File: config.mk
export PLATFORM = sky130hd
export DESIGN_NAME = img_frame_tx
export DESIGN_NICKNAME = d
export VERILOG_FILES = /design/src/rtl/img_frame_tx_pkg.sv /design/src/rtl/img_frame_tx.sv
export SDC_FILE = /design/constraint.sdc
export NUM_CORES = 1
export LEC_CHECK = 0
export CAP_MARGIN = 20
export CORE_MARGIN = 1.5
export CORE_UTILIZATION = 35
export CTS_BUF_LIST = sky130_fd_sc_hd__clkbuf_8
export DETAILED_ROUTE_END_ITERATION = 6
export DONT_BUFFER_PORTS = 1
export GPL_ROUTABILITY_DRIVEN = 0
export PLACE_DENSITY = 0.54
export SLEW_MARGIN = 20
export SYNTH_ARGS = -nofsm -noshare
export SYNTH_HDL_FRONTEND = slang
export SYNTH_SLANG_ARGS = --single-unit
File: constraint.sdc
create_clock -name clk -period 6.56 [get_ports clk]
set_clock_uncertainty 0.2 [all_clocks]
set_input_delay 0.656 -clock clk [delete_from_list [all_inputs] [get_ports clk]]
set_output_delay 0.656 -clock clk [all_outputs]
set_load 0.01 [all_outputs]
File: src/rtl/img_frame_tx_pkg.sv
// rtl/img_frame_tx_pkg.sv - shared frame definitions for the image frame transmitter and parser
package img_frame_tx_pkg;

  // FSM state encodings, shared with the receive-side frame parser
  typedef enum logic [2:0] {
    S_IDLE  = 3'd0,
    S_HDR   = 3'd1,
    S_LENH  = 3'd2,
    S_LENL  = 3'd3,
    S_FETCH = 3'd4,
    S_DATA  = 3'd5,
    S_CSUM  = 3'd6,
    S_DONE  = 3'd7
  } state_t;

  localparam logic [7:0] HDR_BYTE_DEF = 8'hAA;
  localparam int         LEN_FIELD_W  = 16;

  // States that present a byte to the UART TX FIFO
  function automatic logic is_emit(input state_t s);
    return (s == S_HDR) || (s == S_LENH) || (s == S_LENL) ||
           (s == S_DATA) || (s == S_CSUM);
  endfunction

endpackage

File: src/rtl/img_frame_tx.sv
// rtl/img_frame_tx.sv - framed image transmitter feeding the UART TX FIFO
module img_frame_tx
  import img_frame_tx_pkg::*;
#(
  parameter int         ADDR_W   = 12,
  parameter logic [7:0] HDR_BYTE = HDR_BYTE_DEF
) (
  input  logic              clk,
  input  logic              reset,
  input  logic              start,
  input  logic [ADDR_W:0]   len,
  output logic [ADDR_W-1:0] mem_addr,
  input  logic [7:0]        mem_data,
  input  logic              tx_full,
  output logic              wr_uart,
  output logic [7:0]        w_data,
  output logic              busy,
  output logic              done
);

  localparam int CNT_W = ADDR_W + 1;

  state_t                 state_q;
  logic [CNT_W-1:0]       cnt_q;
  logic [CNT_W-1:0]       cnt_d;
  logic [ADDR_W-1:0]      addr_q;
  logic [ADDR_W-1:0]      addr_d;
  logic [ADDR_W-1:0]      mem_addr_q;
  logic [7:0]             sum_q;
  logic [LEN_FIELD_W-1:0] len_q;

  assign cnt_d    = cnt_q - CNT_W'(1);
  assign addr_d   = addr_q + ADDR_W'(1);
  assign mem_addr = mem_addr_q;
  assign busy     = (state_q != S_IDLE);
  assign done     = (state_q == S_DONE);

  // Byte mux and write strobe; the strobe follows tx_full combinationally so a
  // full FIFO stalls the current byte without losing a cycle on release.
  // In DATA the read address is held, so mem_data stays stable across stalls.
  always_comb begin
    w_data = 8'h00;
    case (state_q)
      S_HDR:   w_data = HDR_BYTE;
      S_LENH:  w_data = len_q[15:8];
      S_LENL:  w_data = len_q[7:0];
      S_DATA:  w_data = mem_data;
      S_CSUM:  w_data = sum_q;
      default: w_data = 8'h00;
    endcase
    wr_uart = is_emit(state_q) && !tx_full;
  end

  // Frame sequencer: advances emit states only on an accepted byte
  always_ff @(posedge clk or negedge reset) begin
    if (!reset) begin
      state_q    <= S_IDLE;
      cnt_q      <= '0;
      addr_q     <= '0;
      mem_addr_q <= '0;
      sum_q      <= '0;
      len_q      <= '0;
    end else begin
      case (state_q)
        S_IDLE: begin
          if (start) begin
            cnt_q   <= len;
            addr_q  <= '0;
            sum_q   <= '0;
            len_q   <= LEN_FIELD_W'(len);
            state_q <= S_HDR;
          end
        end
        S_HDR: begin
          if (wr_uart) state_q <= S_LENH;
        end
        S_LENH: begin
          if (wr_uart) begin
            sum_q   <= sum_q + w_data;
            state_q <= S_LENL;
          end
        end
        S_LENL: begin
          if (wr_uart) begin
            sum_q <= sum_q + w_data;
            if (cnt_q != '0) begin
              mem_addr_q <= addr_q;
              state_q    <= S_FETCH;
            end else begin
              state_q <= S_CSUM;
            end
          end
        end
        S_FETCH: begin
          state_q <= S_DATA;
        end
        S_DATA: begin
          if (wr_uart) begin
            sum_q <= sum_q + w_data;
            cnt_q <= cnt_d;
            // addr stops at len-1 so it never wraps inside a full-size frame
            if (cnt_d != '0) begin
              addr_q     <= addr_d;
              mem_addr_q <= addr_d;
              state_q    <= S_FETCH;
            end else begin
              state_q <= S_CSUM;
            end
          end
        end
        S_CSUM: begin
          if (wr_uart) state_q <= S_DONE;
        end
        S_DONE: begin
          state_q <= S_IDLE;
        end
        default: state_q <= S_IDLE;
      endcase
    end
  end

endmodule

**Word level (Yosys, flattened, before mapping)**

Index checks and enable logic that the tools add are counted.

- Output and inout bits: 23
- Register bits after elaboration: 61
- Bits of input ports: 25
- Word-level logic and storage cells: 68

- Equal/unequal tests: 16
- Reductions and logical operators: 20
- Add/sub/neg operators: 3
- Mux-type cells: 23

Operator list:

| kind | count |
|---|---|
| two-way mux 12 bit | 5 |
| one-hot mux 12 bit (2 select lines) | 2 |
| one-hot mux 8 bit (5 select lines) | 1 |
| two-way mux 13 bit | 2 |
| one-hot mux 13 bit (2 select lines) | 1 |
| nonzero test 13 bit | 2 |
| one-hot mux 3 bit (8 select lines) | 1 |
| two-way mux 3 bit | 6 |
| two-way mux 8 bit | 2 |
| one-hot mux 8 bit (2 select lines) | 1 |
| subtractor 13 x 1 -> 13 bit, second input constant | 1 |
| adder 12 x 1 -> 12 bit, second input constant | 1 |
| equality test 3 bit, second input constant | 4 |
| != test 2 bit, second input constant | 6 |
| adder 8 bit | 1 |
| equality test 3 x 2 -> 1 bit, second input constant | 2 |
| != test 2 x 1 -> 1 bit, second input constant | 3 |
| AND reduction 3 bit | 2 |
| AND reduction 6 bit | 1 |
| nonzero test 2 bit | 3 |
| AND reduction 5 bit | 1 |
| logical OR 1 bit | 4 |
| two-way mux 2 bit | 2 |
| AND reduction 4 bit | 1 |
| other kinds (7) | 7 |

**Depth between registers and ports, before layout**

Gate-level depths: netlist of run 1.

- Depth after elaboration: 8
- Mapped depth: 13
- Gate-level depth less buffers: 12

**Least setup slack after synthesis of run 1**

Ideal clock, no wire load.

- Path type: register to register
- Start point: register state_q[0]
- End point: register sum_q[7]
- Slack: 3.334 ns
- Arrival: 2.943 ns
- Path buffers: 2
- Setup time: 0.083 ns
- Required time: 6.277 ns
- Cell stages (with the launch flop): 12
- Clock period less this slack: 3.226 ns
- Cell sequence: dfrtp_1 -> clkbuf_1 -> clkbuf_1 -> nand2b_1 -> o21ai_0 -> ha_1 -> a21oi_1 -> o211ai_1 -> o41ai_1 -> xnor2_1 -> or3_1 -> o21ai_0

- Elaborated cells on any way between the ends: 20
- Classes of those cells: add/sub (1); eq/ne (7); mux (3); reduce/logical (9)

RTL lines:

| item | RTL line | source |
|---|---|---|
| start: declaration | img_frame_tx.sv:23 | `state_t state_q;` |
| start signal: assignment | img_frame_tx.sv:57 | `state_q <= S_IDLE;` |
| start signal: assignment | img_frame_tx.sv:71 | `state_q <= S_HDR;` |
| start signal: assignment | img_frame_tx.sv:75 | `if (wr_uart) state_q <= S_LENH;` |
| equality test 3 bit, or another cell as far along | img_frame_tx.sv:43 | `case (state_q)` |
| one-hot mux 8 bit (5 select lines) * | img_frame_tx.sv:43 |  |
| named net w_data[1] | img_frame_tx.sv:16 | `output logic [7:0] w_data,` |
| adder 8 bit * | img_frame_tx.sv:79, img_frame_tx.sv:85, img_frame_tx.sv:99 |  |
| two-way mux 8 bit * | img_frame_tx.sv:78, img_frame_tx.sv:84, img_frame_tx.sv:98 |  |
| one-hot mux 8 bit (2 select lines) * | img_frame_tx.sv:64 | `case (state_q)` |
| end signal: assignment | img_frame_tx.sv:79 | `sum_q <= sum_q + w_data;` |
| end signal: assignment | img_frame_tx.sv:85 | `sum_q <= sum_q + w_data;` |
| end signal: assignment | img_frame_tx.sv:99 | `sum_q <= sum_q + w_data;` |
| end: declaration | img_frame_tx.sv:29 | `logic [7:0] sum_q;` |

Mark *: on every way through the listed nets, which the timed path passes. The rest lies on a longest branch. The select of a mux whose other input is x is not followed.
A chain may end at the register's enable or synchronous reset.

**Final worst setup path of run 1**

- Start point: register state_q[1]
- End point: register sum_q[6]

The elaborated chain is that of the path after synthesis.

==> out/results.ini, run 1 <==
[power_and_ir_drop]
vdd_drop_max_v = 0.000157
p_leak_nw = 1.76
fin_total_pwr_mw = 1.79
p_per_area_nw_per_um2 = 430
p_seq_frac = 0.363
p_sw_frac = 0.397
switching_power_mw = 0.709
comb_power_share = 0.394
internal-power_mw = 1.08
pwr-share-clk = 0.242

[setup_path]
cp-end-kind = flop
timing.reg2reg.worst_path_depth = 12
crit_family = compound AO/OA/AOI/OAI gates
crit_path_start_kind = flop
r2r_end = sum_q[6]
path_buf_inv = 2
critPathMaxStageDelay_ps = 720
rrSetupSlack_ps = 2750
crit-reg2reg-launch = state_q[1]
required_ps = 6550
crit_fanout = 37
path_class = flop to flop
crit_chain = nand3b_1, buf_4, inv_2, a22o_1, ha_1, fa_1, a21o_1, a21oi_1, o21bai_1, a21oi_1, xor2_1, o21ai_0
crit_path_top_delay_cell = dfrtp_1
critPathArrivalTime_ps = 3810
crit_path_frequent_cell = a21oi_1

[timing]
finalSetupViolCount = 0
maxSlewViolCount = 0
worst_slack_ps = 2750
rsz0062_at_grt = false
hold_ws_ps = 266
max_freq_ghz = 0.262
tightest_slew_ps = 962
finalSetupTns_ps = 0
finalHoldViolCount = 0
relSlewSlack = 0.357
finalCritPeriodShare = 0.581
fin_crit_ps = 3810

[floorplan]
dieArea_um2 = 11400
rows = 37
fp.dieH_um = 107
start_util = 0.364
die-width_um = 107
ioPinCount = 48
core_um2 = 10400

[final_layout]
nets = 438
instances_no_fill = 542
area_growth_syn_to_layout_pct = 10.1
fillCellCount = 1060
seqCellArea_um2 = 1530
multi_input_area_um2 = 2070
insertedDiodeCount = 0
drive_gt1_frac = 0.123

[worst_hold_path]
holdPathEnd = len_q[9]
hp-start = len[9]
min_path_cells = 1
hp-class = input port to flop

[logic_synthesis]
synthFlopType = dfrtp_1
syn_nets = 448
synth-compound-area-share = 0.191
syn_area_per_cell_um2 = 9.18
synth_area_um2 = 3770
ys_seq_area_frac = 0.405
syn_inst = 411
synth_xor_area_frac = 0.0395
ys_seq_elements = 61
yosys.area.top_type = dfrtp_1
synth-async-reset-ratio = 1.00
yosys.area_share.simple = 0.171
synth_top_area_share = 0.405
synthAdderAreaFrac = 0.0418
yosys-mux-area-fraction = 0.103
synth_area_leaders = dfrtp_1 (40%), o21ai_0 (6.2%), mux2_2 (4.8%), ha_1 (3.6%), nand2_1 (3.3%)
synth_top_family_by_area = compound AO/OA/AOI/OAI gates
synth_edf_count = 0
yosysUniqueCellTypes = 56
yosys_warnings = 0

[routing]
viasPerCell = 5.46
wl_mm = 8.84
drtPass1Iterations = 4
drcViolationCount = 0
antenna_left = 0
drt_iter0_drc = 179
wire_per_inst_um = 16.3
vias = 2958

[grt]
grt_max_degree = 62
gr-total-overflow = 0
antenna_found_initial = 0
grt_pass1_wl_mm = 14.9
grtUsageTotal = 0.165
first_global_vias = 2937

[clock_network]
cts_tree = done
hold_buffers = 2
cts.path.max_buffers = 2
post_cts.repair.setup_buffers = 0
clock-sinks = 61
ctsHtreeMaxLevel = 3
clock-root-buffer = clkbuf_8
clkTransAtPathRegs_ps = 80
numCtsBuffers = 9
post_cts_resized = 0
clk_latency_ps = 330

[place]
place_ws_ps = 2750
place_inst = 523
port_buffers = 0
dp_hpwl_mm = 6.11

[run_status]
status = complete, no violations

[flow_run]
cap_viol_max_count = 0

power by group through the flow:
stage | logic, mW | clock network (mW) | registers [mW]
2_1_floorplan | 0.636 | 0 | 0.567
3_3_place_gp | 0.684 | 0 | 0.650
3_5_place_dp | 0.694 | 0 | 0.656
4_1_cts | 0.708 | 0.447 | 0.648
5_1_grt | 0.800 | 0.465 | 0.677
6_report | 0.705 | 0.433 | 0.649
cells in the mapped netlist (all sizes together) (3+ instances only):
library cell	count
o41ai	3
xor2	6
and2	3
o31ai	7
o21ai	49
nor3	8
nand2	33
nand4	3
clkbuf	20
o22ai	5
nand3	22
a21o	3
o2bb2ai	3
nor2b	6
dfrtp	61
a22oi	5
buf	6
a21oi	22
inv	18
a31oi	4
nor2	23
xnor2	11
or2	3
nand2b	9
a22o	6
and3	6
nor4	4
mux2i	9
mux2	24
ha	11
metal layers:
layer  wire, µm  vias to the layer above  global-route usage
met5          0                        -                   0
met4        106                        0              0.0552
met3        405                        6              0.0462
met2       4010                       47               0.249
met1       4320                     1455               0.226
li1           -                     1450                   -
cell type report:
class / instances / area share
Clock buffer: 12 / 0.0397
Timing Repair Buffer: 5 / 0.0154
Tap cell: 136 / 0.0409
Multi-Input combinational cell: 306 / 0.498
Sequential cell: 61 / 0.367
Clock inverter: 4 / 0.0226
Inverter: 18 / 0.0163
worst max path at each step:
stage	start	to	slack, ps	depth (start not counted)
2_1_floorplan	state_q[0]	sum_q[7]	3330	11
3_3_place_gp	state_q[1]	sum_q[6]	2810	12
3_5_place_dp	state_q[1]	sum_q[6]	2750	12
4_1_cts	state_q[1]	sum_q[6]	2740	12
5_1_grt	state_q[1]	sum_q[6]	2420	12
6_report	state_q[1]	sum_q[6]	2750	12
stage by stage:
| step | util | cell area, µm² |
|---|---|---|
| after CTS | 0.400 | 4150 |
| after floorplan | - | 3770 |
| after global placement | 0.371 | 3850 |
| after detailed placement | 0.371 | 3850 |
| after global routing | 0.401 | 4160 |
| final | 0.401 | 4160 |
sequential cells by signal (all words and copies together) (netlist names):
name and flops:
addr_q 12, sum_q 8, mem_addr 12, state_q 3, len_q 13, cnt_q 13
logic make-up (layout without fill, tap and decap cells):
logic type      count (synthesis)  count (layout)
simple gates                  127             127
mux                            33              33
flops                          61              61
fa+ha+maj                      12              12
compound gates                117             117
buf+inv                        44              39
xor+xnor                       17              17
worst reg2reg max path, delay by kind of cell, from the launching register on:
| kind | cells | cell delay [ps] |
|---|---|---|
| compound gates | 6 | 1130 |
| flops | 1 | 720 |
| buf+inv | 2 | 660 |
| fa+ha+maj | 2 | 640 |
| simple gates | 1 | 190 |
| xor+xnor | 1 | 150 |
cell usage in the layout, fill, tap and decap left out, types with 7 or more instances in the layout:
cell type	synthesis	layout
a21oi_1	22	22
clkbuf_8	0	12
dfrtp_1	61	61
ha_1	11	11
inv_1	17	18
mux2_2	16	16
mux2_4	8	8
mux2i_1	9	9
nand2_1	33	33
nand2b_1	9	9
nand3_1	22	22
nor2_1	23	23
nor3_1	7	7
o21ai_0	47	47
o31ai_1	7	7
xnor2_1	11	11
(Power assumes the default switching activity.)
==> run 2: changes to the inputs <==
clock period = 3.75 ns   (was 6.56 ns; I/O delays follow)
==> run 2 against run 1 <==
  * Global-route usage is 1.0 points higher
  * Core utilization grew 1.1 points
  * Hold slack got worse by 250 ps
  * Via count rose by 3.6%
  * Highest routed layer unchanged
  * Combinational power up 93%
  * Maximum frequency is 17% higher
  * Cell count grew 3.9%
  * Clock power grew 26%
  * Flip-flop and latch count stayed put
  * Routed wire length grew 6.4%
  * Register-to-register slack worse by 2300 ps
==> out/results.ini, run 2 (synthesis results as in run 1) <==
[run_status]
status = complete, no violations

[clock_network]
cts.path.max_buffers = 2
cts_tree = done
clkTransAtPathRegs_ps = 70
post_cts_resized = 0
clock-root-buffer = clkbuf_8
numCtsBuffers = 9
post_cts.repair.setup_buffers = 0
ctsHtreeMaxLevel = 3
clock-sinks = 61
hold_buffers = 16
clk_latency_ps = 350

[routing]
drt_iter0_drc = 155
viasPerCell = 5.44
wire_per_inst_um = 16.7
antenna_left = 0
wl_mm = 9.41
drcViolationCount = 0
vias = 3064
drtPass1Iterations = 4

[timing]
finalSetupTns_ps = 0
maxSlewViolCount = 0
tightest_slew_ps = 843
finalHoldViolCount = 0
rsz0062_at_grt = false
finalCritPeriodShare = 0.870
fin_crit_ps = 3260
finalSetupViolCount = 0
relSlewSlack = 0.438
max_freq_ghz = 0.306

[final_layout]
final_cell_mix = dfrtp_1 (61), o21ai_0 (47), nand2_1 (33)
nets = 460
fillCellCount = 1069
instances_no_fill = 563
largestRegisters = cnt_q x13, len_q x13
insertedDiodeCount = 0
area_growth_syn_to_layout_pct = 13.2
final_common_cell = dfrtp_1
drive_gt1_frac = 0.129

[setup_path]
crit-reg2reg-launch = state_q[2]
crit_path_start_kind = flop
crit_fanout = 16
crit_path_frequent_cell = o21ai_0
required_ps = 3820
cp-end-kind = flop
crit_chain = nor2b_1, nand2_1, o21ai_0, nand2_1, o21ai_0, ha_1, a21oi_1, o211ai_1, o41ai_1, xnor2_1, or3_1, o21ai_0
timing.reg2reg.worst_path_depth = 12
r2r_end = sum_q[7]
crit_path_top_delay_cell = dfrtp_1
rrSetupSlack_ps = 490
critPathArrivalTime_ps = 3330
critPathMaxStageDelay_ps = 570
path_class = flop to flop

[power_and_ir_drop]
internal-power_mw = 1.74
switching_power_mw = 1.26
p_seq_frac = 0.365
pwr-share-clk = 0.182
p_sw_frac = 0.419
vdd_drop_max_v = 0.000253
p_per_area_nw_per_um2 = 702
p_leak_nw = 1.83
comb_power_share = 0.453

[place]
port_buffers = 0
dp_hpwl_mm = 6.52
place_inst = 532

[grt]
first_global_vias = 3091
gr-total-overflow = 0
grtUsageTotal = 0.175
grt_max_degree = 62
grt_pass1_wl_mm = 15.4
antenna_found_initial = 0

[flow_run]
cap_viol_max_count = 0

[worst_hold_path]
hp-class = input port to flop
hp-start = len[1]
holdPathEnd = cnt_q[1]
min_path_cells = 2

[floorplan]
ioPinCount = 48
fp.dieH_um = 107
dieArea_um2 = 11400
die-width_um = 107
start_util = 0.364
rows = 37
core_um2 = 10400

[run 2: per-layer routing]
metal | track usage | share of wire | vias to the layer above
met1 | 0.234 | 0.48 | 1491
met3 | 0.0432 | 0.051 | 12
li1 | - | - | 1496
met5 | 0 | 0 | -
met2 | 0.270 | 0.45 | 65
met4 | 0.0705 | 0.016 | 0
[run 2: worst max path at each step]
stage                     from  endpoint  slack (ps)  depth (start not counted)
floorplan           state_q[0]  sum_q[7]         520                         11
global placement    state_q[2]  sum_q[7]         600                         12
detailed placement  state_q[2]  sum_q[7]         510                         12
CTS                 state_q[2]  sum_q[7]         480                         12
global route        state_q[2]  sum_q[7]         120                         12
finish              state_q[2]  sum_q[7]         490                         12
[run 2: worst max-delay path, delay by kind of cell (launching register included)]
family | cells | cell delay [ps]
adder cells (fa/ha/maj) | 1 | 350
AO/OA/AOI/OAI | 6 | 1110
XOR/XNOR | 1 | 140
flip-flops | 1 | 570
AND/OR/NAND/NOR | 4 | 800
[run 2: stage by stage]
stage / util / hold slack (ps) / instance area (µm²) / power (mW) / setup slack [ps]
floorplan: - / -121 / 3770 / 2.10 / 524
global placement: 0.378 / -119 / 3920 / 2.40 / 600
detailed placement: 0.378 / -119 / 3920 / 2.43 / 510
CTS: 0.412 / 1.00 / 4270 / 3.03 / 481
global route: 0.412 / 18.9 / 4270 / 3.26 / 125
finish: 0.412 / 14.5 / 4270 / 3.00 / 487
[run 2: layout make-up]
cell class / count / area [µm²] / area share
tap: 136 / 170 / 0.0398
clock buffer: 9 / 124 / 0.0290
sequential: 61 / 1530 / 0.357
multi-input combinational: 306 / 2070 / 0.485
timing repair buffer: 27 / 260 / 0.0609
inverter: 18 / 67.6 / 0.0158
clock inverter: 6 / 50.0 / 0.0117
[run 2: power groups by stage]
stage                     logic (mW)  clock network (mW)  registers [mW]
after floorplan                 1.11                   0           0.991
after global placement          1.30                   0            1.10
after detailed placement        1.32                   0            1.11
after CTS                       1.36               0.570            1.09
after global routing            1.53               0.599            1.13
final                           1.36               0.546            1.09
